<file path="src/rtl/cordic_iter_pe.sv">
// Folded CORDIC processing element: one micro-rotation per clock, vectoring or
// rotation mode, valid/ready handshake on both sides, saturated outputs.
module cordic_iter_pe #(
    parameter int WIDTH = 17,
    parameter int ITER  = 13,
    parameter int GUARD = 2
) (
    input  logic                    clk,
    input  logic                    rst,
    input  logic                    in_valid,
    output logic                    in_ready,
    input  logic                    in_mode,
    input  logic signed [WIDTH-1:0] in_x,
    input  logic signed [WIDTH-1:0] in_y,
    input  logic signed [WIDTH-1:0] in_theta,
    input  logic                    in_mapping,
    input  logic                    in_rot_zero,
    output logic                    out_valid,
    input  logic                    out_ready,
    output logic signed [WIDTH-1:0] out_x,
    output logic signed [WIDTH-1:0] out_y,
    output logic signed [WIDTH-1:0] out_theta,
    output logic                    out_mapping
);

    localparam int FRAC = WIDTH - 3;
    localparam int IW   = WIDTH + GUARD;
    localparam int CW   = 4;
    localparam logic [CW-1:0]        LAST    = CW'(ITER - 1);
    localparam logic signed [IW-1:0] SAT_MAX = IW'((2 ** (WIDTH - 1)) - 1);
    localparam logic signed [IW-1:0] SAT_MIN = ~SAT_MAX;

    typedef enum logic [1:0] {
        S_IDLE,
        S_ITERATE,
        S_SCALE,
        S_DONE
    } state_t;

    state_t r_state, w_next;

    logic [CW-1:0]        r_i;
    logic signed [IW-1:0] r_x, r_y, r_theta;
    logic                 r_mode, r_mapping;
    logic signed [WIDTH-1:0] r_out_x, r_out_y, r_out_theta;
    logic                 r_out_mapping;

    // atan(2^-i) in S2.14, rescaled to the configured fraction width.
    function automatic logic signed [IW-1:0] angle_lut(input logic [CW-1:0] idx);
        int a;
        case (idx)
            4'd0:    a = 12867;
            4'd1:    a = 7596;
            4'd2:    a = 4013;
            4'd3:    a = 2037;
            4'd4:    a = 1022;
            4'd5:    a = 511;
            4'd6:    a = 255;
            4'd7:    a = 127;
            4'd8:    a = 63;
            4'd9:    a = 31;
            4'd10:   a = 15;
            4'd11:   a = 7;
            4'd12:   a = 3;
            4'd13:   a = 1;
            4'd14:   a = 1;
            default: a = 0;
        endcase
        return IW'(a >>> (14 - FRAC));
    endfunction

    function automatic logic signed [IW-1:0] scale(input logic signed [IW-1:0] v);
        return (v >>> 1) + (v >>> 3) - (v >>> 6) - (v >>> 9) - (v >>> 12) + (v >>> 14);
    endfunction

    function automatic logic signed [WIDTH-1:0] sat(input logic signed [IW-1:0] v);
        logic signed [IW-1:0] c;
        c = v;
        if (v > SAT_MAX) c = SAT_MAX;
        else if (v < SAT_MIN) c = SAT_MIN;
        return c[WIDTH-1:0];
    endfunction

    logic signed [IW-1:0] w_x_ext, w_y_ext, w_t_ext;
    logic signed [IW-1:0] w_x0, w_y0, w_t0;
    logic                 w_map0;
    logic                 w_accept;

    assign w_x_ext  = {{GUARD{in_x[WIDTH-1]}}, in_x};
    assign w_y_ext  = {{GUARD{in_y[WIDTH-1]}}, in_y};
    assign w_t_ext  = {{GUARD{in_theta[WIDTH-1]}}, in_theta};
    assign in_ready = (r_state == S_IDLE) && !rst;
    assign w_accept = in_valid && in_ready;

    // Half-plane pre-map so the micro-rotations only need to cover +-99 degrees.
    always_comb begin
        // NOTE: every always_comb output gets a default first; a path that skips
        // an assignment would otherwise infer a latch.
        w_x0   = w_x_ext;
        w_y0   = w_y_ext;
        w_t0   = '0;
        w_map0 = 1'b0;
        if (in_mode) begin
            if (in_x[WIDTH-1]) begin
                w_x0   = -w_x_ext;
                w_map0 = 1'b1;
            end
        end else begin
            w_map0 = in_mapping;
            if (!in_rot_zero) begin
                w_t0 = w_t_ext;
                if (in_mapping) begin
                    w_x0 = -w_x_ext;
                    w_y0 = -w_y_ext;
                end
            end
        end
    end

    logic                 w_d;
    logic signed [IW-1:0] w_xs, w_ys, w_a;
    logic signed [IW-1:0] w_x_nx, w_y_nx, w_t_nx, w_theta_fin;

    assign w_d    = r_mode ? !r_y[IW-1] : r_theta[IW-1];
    assign w_xs   = r_x >>> r_i;
    assign w_ys   = r_y >>> r_i;
    assign w_a    = angle_lut(r_i);
    assign w_x_nx = w_d ? r_x + w_ys : r_x - w_ys;
    assign w_y_nx = w_d ? r_y - w_xs : r_y + w_xs;
    assign w_t_nx = w_d ? r_theta + w_a : r_theta - w_a;
    assign w_theta_fin = (r_mode && !r_mapping) ? -r_theta : r_theta;

    always_ff @(posedge clk) begin
        if (rst) r_state <= S_IDLE;
        else     r_state <= w_next;
    end

    always_comb begin
        w_next = r_state;
        case (r_state)
            S_IDLE:    if (w_accept) w_next = S_ITERATE;
            S_ITERATE: if (r_i == LAST) w_next = S_SCALE;
            S_SCALE:   w_next = S_DONE;
            S_DONE:    if (out_ready) w_next = S_IDLE;
            default:   w_next = S_IDLE;
        endcase
    end

    // NOTE: state is updated with non-blocking assignments so every register
    // sees pre-edge values, which the x/y cross-update depends on.
    always_ff @(posedge clk) begin
        if (rst) begin
            r_i           <= '0;
            r_x           <= '0;
            r_y           <= '0;
            r_theta       <= '0;
            r_mode        <= 1'b0;
            r_mapping     <= 1'b0;
            r_out_x       <= '0;
            r_out_y       <= '0;
            r_out_theta   <= '0;
            r_out_mapping <= 1'b0;
        end else begin
            case (r_state)
                S_IDLE: begin
                    if (w_accept) begin
                        r_i       <= '0;
                        r_x       <= w_x0;
                        r_y       <= w_y0;
                        r_theta   <= w_t0;
                        r_mode    <= in_mode;
                        r_mapping <= w_map0;
                    end
                end
                S_ITERATE: begin
                    r_x     <= w_x_nx;
                    r_y     <= w_y_nx;
                    r_theta <= w_t_nx;
                    r_i     <= r_i + CW'(1);
                end
                S_SCALE: begin
                    r_out_x       <= sat(scale(r_x));
                    r_out_y       <= sat(scale(r_y));
                    r_out_theta   <= sat(w_theta_fin);
                    r_out_mapping <= r_mapping;
                end
                default: ;
            endcase
        end
    end

    assign out_valid   = (r_state == S_DONE);
    assign out_x       = r_out_x;
    assign out_y       = r_out_y;
    assign out_theta   = r_out_theta;
    assign out_mapping = r_out_mapping;

endmodule

</file>
<file path="config.mk">
export PLATFORM = sky130hd
export DESIGN_NAME = cordic_iter_pe
export DESIGN_NICKNAME = d
export VERILOG_FILES = /design/src/rtl/cordic_iter_pe.sv
export SDC_FILE = /design/constraint.sdc
export NUM_CORES = 1
export LEC_CHECK = 0
export BUFFER_PORTS_ARGS = -buffer_cell sky130_fd_sc_hd__buf_2
export CAP_MARGIN = 5
export CORE_MARGIN = 2
export CORE_UTILIZATION = 40
export CTS_CLUSTER_DIAMETER = 40
export CTS_CLUSTER_SIZE = 40
export DETAILED_ROUTE_END_ITERATION = 7
export PLACE_DENSITY_LB_ADDON = 0.08
export SYNTH_ARGS = -nofsm -noshare
export SYNTH_HDL_FRONTEND = slang
export SYNTH_SLANG_ARGS = --single-unit
</file>
<file path="constraint.sdc">
create_clock -name clk -period 6.2 [get_ports clk]
set_clock_uncertainty 0.05 [all_clocks]
set_input_delay 0.31 -clock clk [delete_from_list [all_inputs] [get_ports clk]]
set_output_delay 0.31 -clock clk [all_outputs]
set_load 0.02 [all_outputs]
</file>
==> run_results.csv <==
group,metric,value,unit
floorplan,num_io_pins,112,
clock_network,cts-root-buf,"clkbuf_16",
timing,max_freq,175.1,MHz
synthesis,synth-edff-count,0,
clock_network,cts_sinks,131,
placed_design,routabilityCongestion,0.8809,
final_layout,num_antenna_cells,0,
final_layout,nNetsFinal,2346,
clock_network,postCtsSetupBuffers,0,
synthesis,synthTopCellsByArea,"dfxtp_1 16%, fa_1 13%, ha_1 9.6%",
setup_path,crit_path_cell_trace,"buf_4, mux4_2, mux2_2, or2_1, o22ai_2, and2_1, a21oi_1, xor2_1, ha_1, nor3_1, o21ai_0, a2111oi_0, nor2_1, a221oi_1, a21boi_0, or4_1, nand3_1, o31ai_1",
setup_path,cp.arrival,5970,ps
clock_network,cts_buffer_depth,2,
setup_path,regToRegSetupSlack,490,ps
global_routing,grt_use_total,23.85,%
global_routing,grt_pass1_vias,13980,
timing,setup_viol,0,
clock_network,h-tree-depth,4,
final_layout,area_growth,11.74,%
floorplan,die_area,41830,µm²
timing,finalHoldViolations,0,
timing,tns,0,ps
global_routing,grt_pass1_wl,77720,µm
timing,fin_crit,5709,ps
synthesis,yosys-top-cells-count,"205 x nor2_1, 192 x inv_1, 156 x nand2_1",
synthesis,syn-cell-area,16080,µm²
synthesis,syn_nets,2251,
run,maxCapViolCount,0,
setup_path,crit_type,"register to register",
synthesis,synth.avg_cell_area,8.181,µm²
setup_path,startpoint_type,"register",
clock_network,clock_latency,450,ps
setup_path,path_max_fanout,20,
placed_design,dpl.hpwl,39030,µm
clock_network,cts_buffers,17,
timing,slew_viol_final,0,
synthesis,synth_seq_cells,131,
clock_network,cts.clk_slew.worst_paths,70,ps
detailed_routing,dr.pass1.iters,5,
synthesis,yosysTopAreaCellShare,16.31,%
floorplan,die_h,204.5,µm
setup_path,cpPeakStageDelay,720,ps
timing,rsz0062_at_grt,"no",
global_routing,grt_overflow_total,0,
timing,worstMarginPinSlew,1164,ps
floorplan,start_util,40.48,%
synthesis,synth_most_common_cell,"nor2_1",
synthesis,synth_ff_type,"dfxtp_1",
final_layout,drive_above_1_share,13.40,%
hold_path,min_path_type,"primary input to register",
detailed_routing,vias,14490,
synthesis,syn_inst,1966,
clock_network,ctsResizeCount,0,
floorplan,die_w,204.5,µm
setup_path,cp-end-kind,"register",
detailed_routing,drtAntennaViolNets,0,
synthesis,synth_cell_types,79,
timing,period_share,92.09,%
final_layout,nFillCells,4005,
detailed_routing,via_per_inst,5.577,
global_routing,grt_max_degree,81,
detailed_routing,post_drt_wl_per_cell,19.06,µm
setup_path,slowest_stage,"a2111oi_0",
detailed_routing,drt_wl_total,49530,µm
synthesis,synth_top_area_cell,"dfxtp_1",
timing,max_slew_margin,21.39,%
setup_path,required,6460,ps
setup_path,critPathTopFamily,"compound AO/OA/AOI/OAI gates",
clock_network,cts_tree,"yes",
synthesis,synth_async_sr_flop_share,0,%
setup_path,crit_buf_inv,1,
clock_network,hold_buffers,0,
floorplan,fp.coreArea,39730,µm²
detailed_routing,drc_errors,0,
floorplan,rows,73,
detailed_routing,drtIter0Drc,831,
synthesis,ys_seq_area_share,16.31,%
synthesis,ys_warn_count,0,
global_routing,antenna_found_initial,1,
placed_design,io_buffers,111,
outcome,status,"finished clean",
kinds of logic after synthesis:
group	after synthesis	synth area share, %
and+or+nand+nor	581	16.81
muxes	63	6.761
DFF	131	16.31
adders and majority gates	227	22.47
buffers and inverters	280	6.760
xor gates and xnor gates	170	9.258
AOI/OAI and AO/OA	514	21.64
routing by layer:
| layer | share of wire, % | wire [µm] | track usage (%) | vias up |
|---|---|---|---|---|
| met5 | 0.034 | 17 | 0 | - |
| met4 | 2.5 | 1214 | 6.962 | 2 |
| met3 | 4.5 | 2221 | 3.945 | 66 |
| met2 | 48 | 23560 | 40.04 | 344 |
| met1 | 45 | 22510 | 31.49 | 6976 |
| li1 | - | - | - | 7106 |
tightest hold or removal path: cells and delay by family:
kind | cells | cell delay [ps]
compound gates | 1 | 80
buf+inv | 1 | 110
simple gates | 1 | 60
worst paths after layout:
path / startpoint / cells past startpoint / endpoint
worst max-delay path: r_i[1] / 18 / r_y[16]
worst min-delay path: in_mapping / 3 / r_mapping
worst max register to register: r_i[1] / 18 / r_y[16]
worst min register to register: out_x[0] / 2 / out_x[0]
cell usage in the layout, fill, tap and decap left out, drive strengths merged, types with 32 or more instances in the layout:
master  netlist  final
dfxtp       131    131
o21ai        82     82
nand2       156    156
mux4         35     35
nor2        205    205
a21oi       122    122
xnor2       108    108
buf          26    163
fa          103    103
ha          124    124
xor2         62     62
a211oi       95     95
a21o         32     32
nor3         49     49
inv         193    204
per-stage QoR:
step | util [%] | cells | hold WS [ps] | setup slack [ps] | instance area (µm²)
floorplan | - | 1966 | 392.0 | 472.2 | 16080
global placement | 43.71 | 2567 | 414.6 | 568.8 | 17370
detailed placement | 43.71 | 2567 | 424.1 | 536.5 | 17370
CTS | 45.23 | 2599 | 84.40 | 500.3 | 17970
global route | 45.23 | 2599 | 101.6 | 48.15 | 17970
finish | 45.23 | 2599 | 101.8 | 490.6 | 17970
final cells by class:
class | instances | area, µm² | share of cell area (%)
clock buffer | 17 | 425.4 | 2.367
clock inverter | 15 | 178.9 | 0.9956
inverter | 193 | 724.4 | 4.031
multi-input combinational | 1555 | 12410 | 69.07
sequential | 131 | 2625 | 14.61
tap | 525 | 656.9 | 3.655
timing repair buffer | 163 | 948.4 | 5.277
sequential cells by signal, indices dropped and copies added (netlist names):
signal,flops
w_a,14
r_x,19
r_i,4
out_y,17
out_x,17
out_mapping,1
r_state,2
r_mapping,1
r_theta,19
r_y,19
out_theta,17
r_mode,1
Power is not shown: default switching activity piles up to over one toggle a cycle in this logic, so the estimate is an artifact.
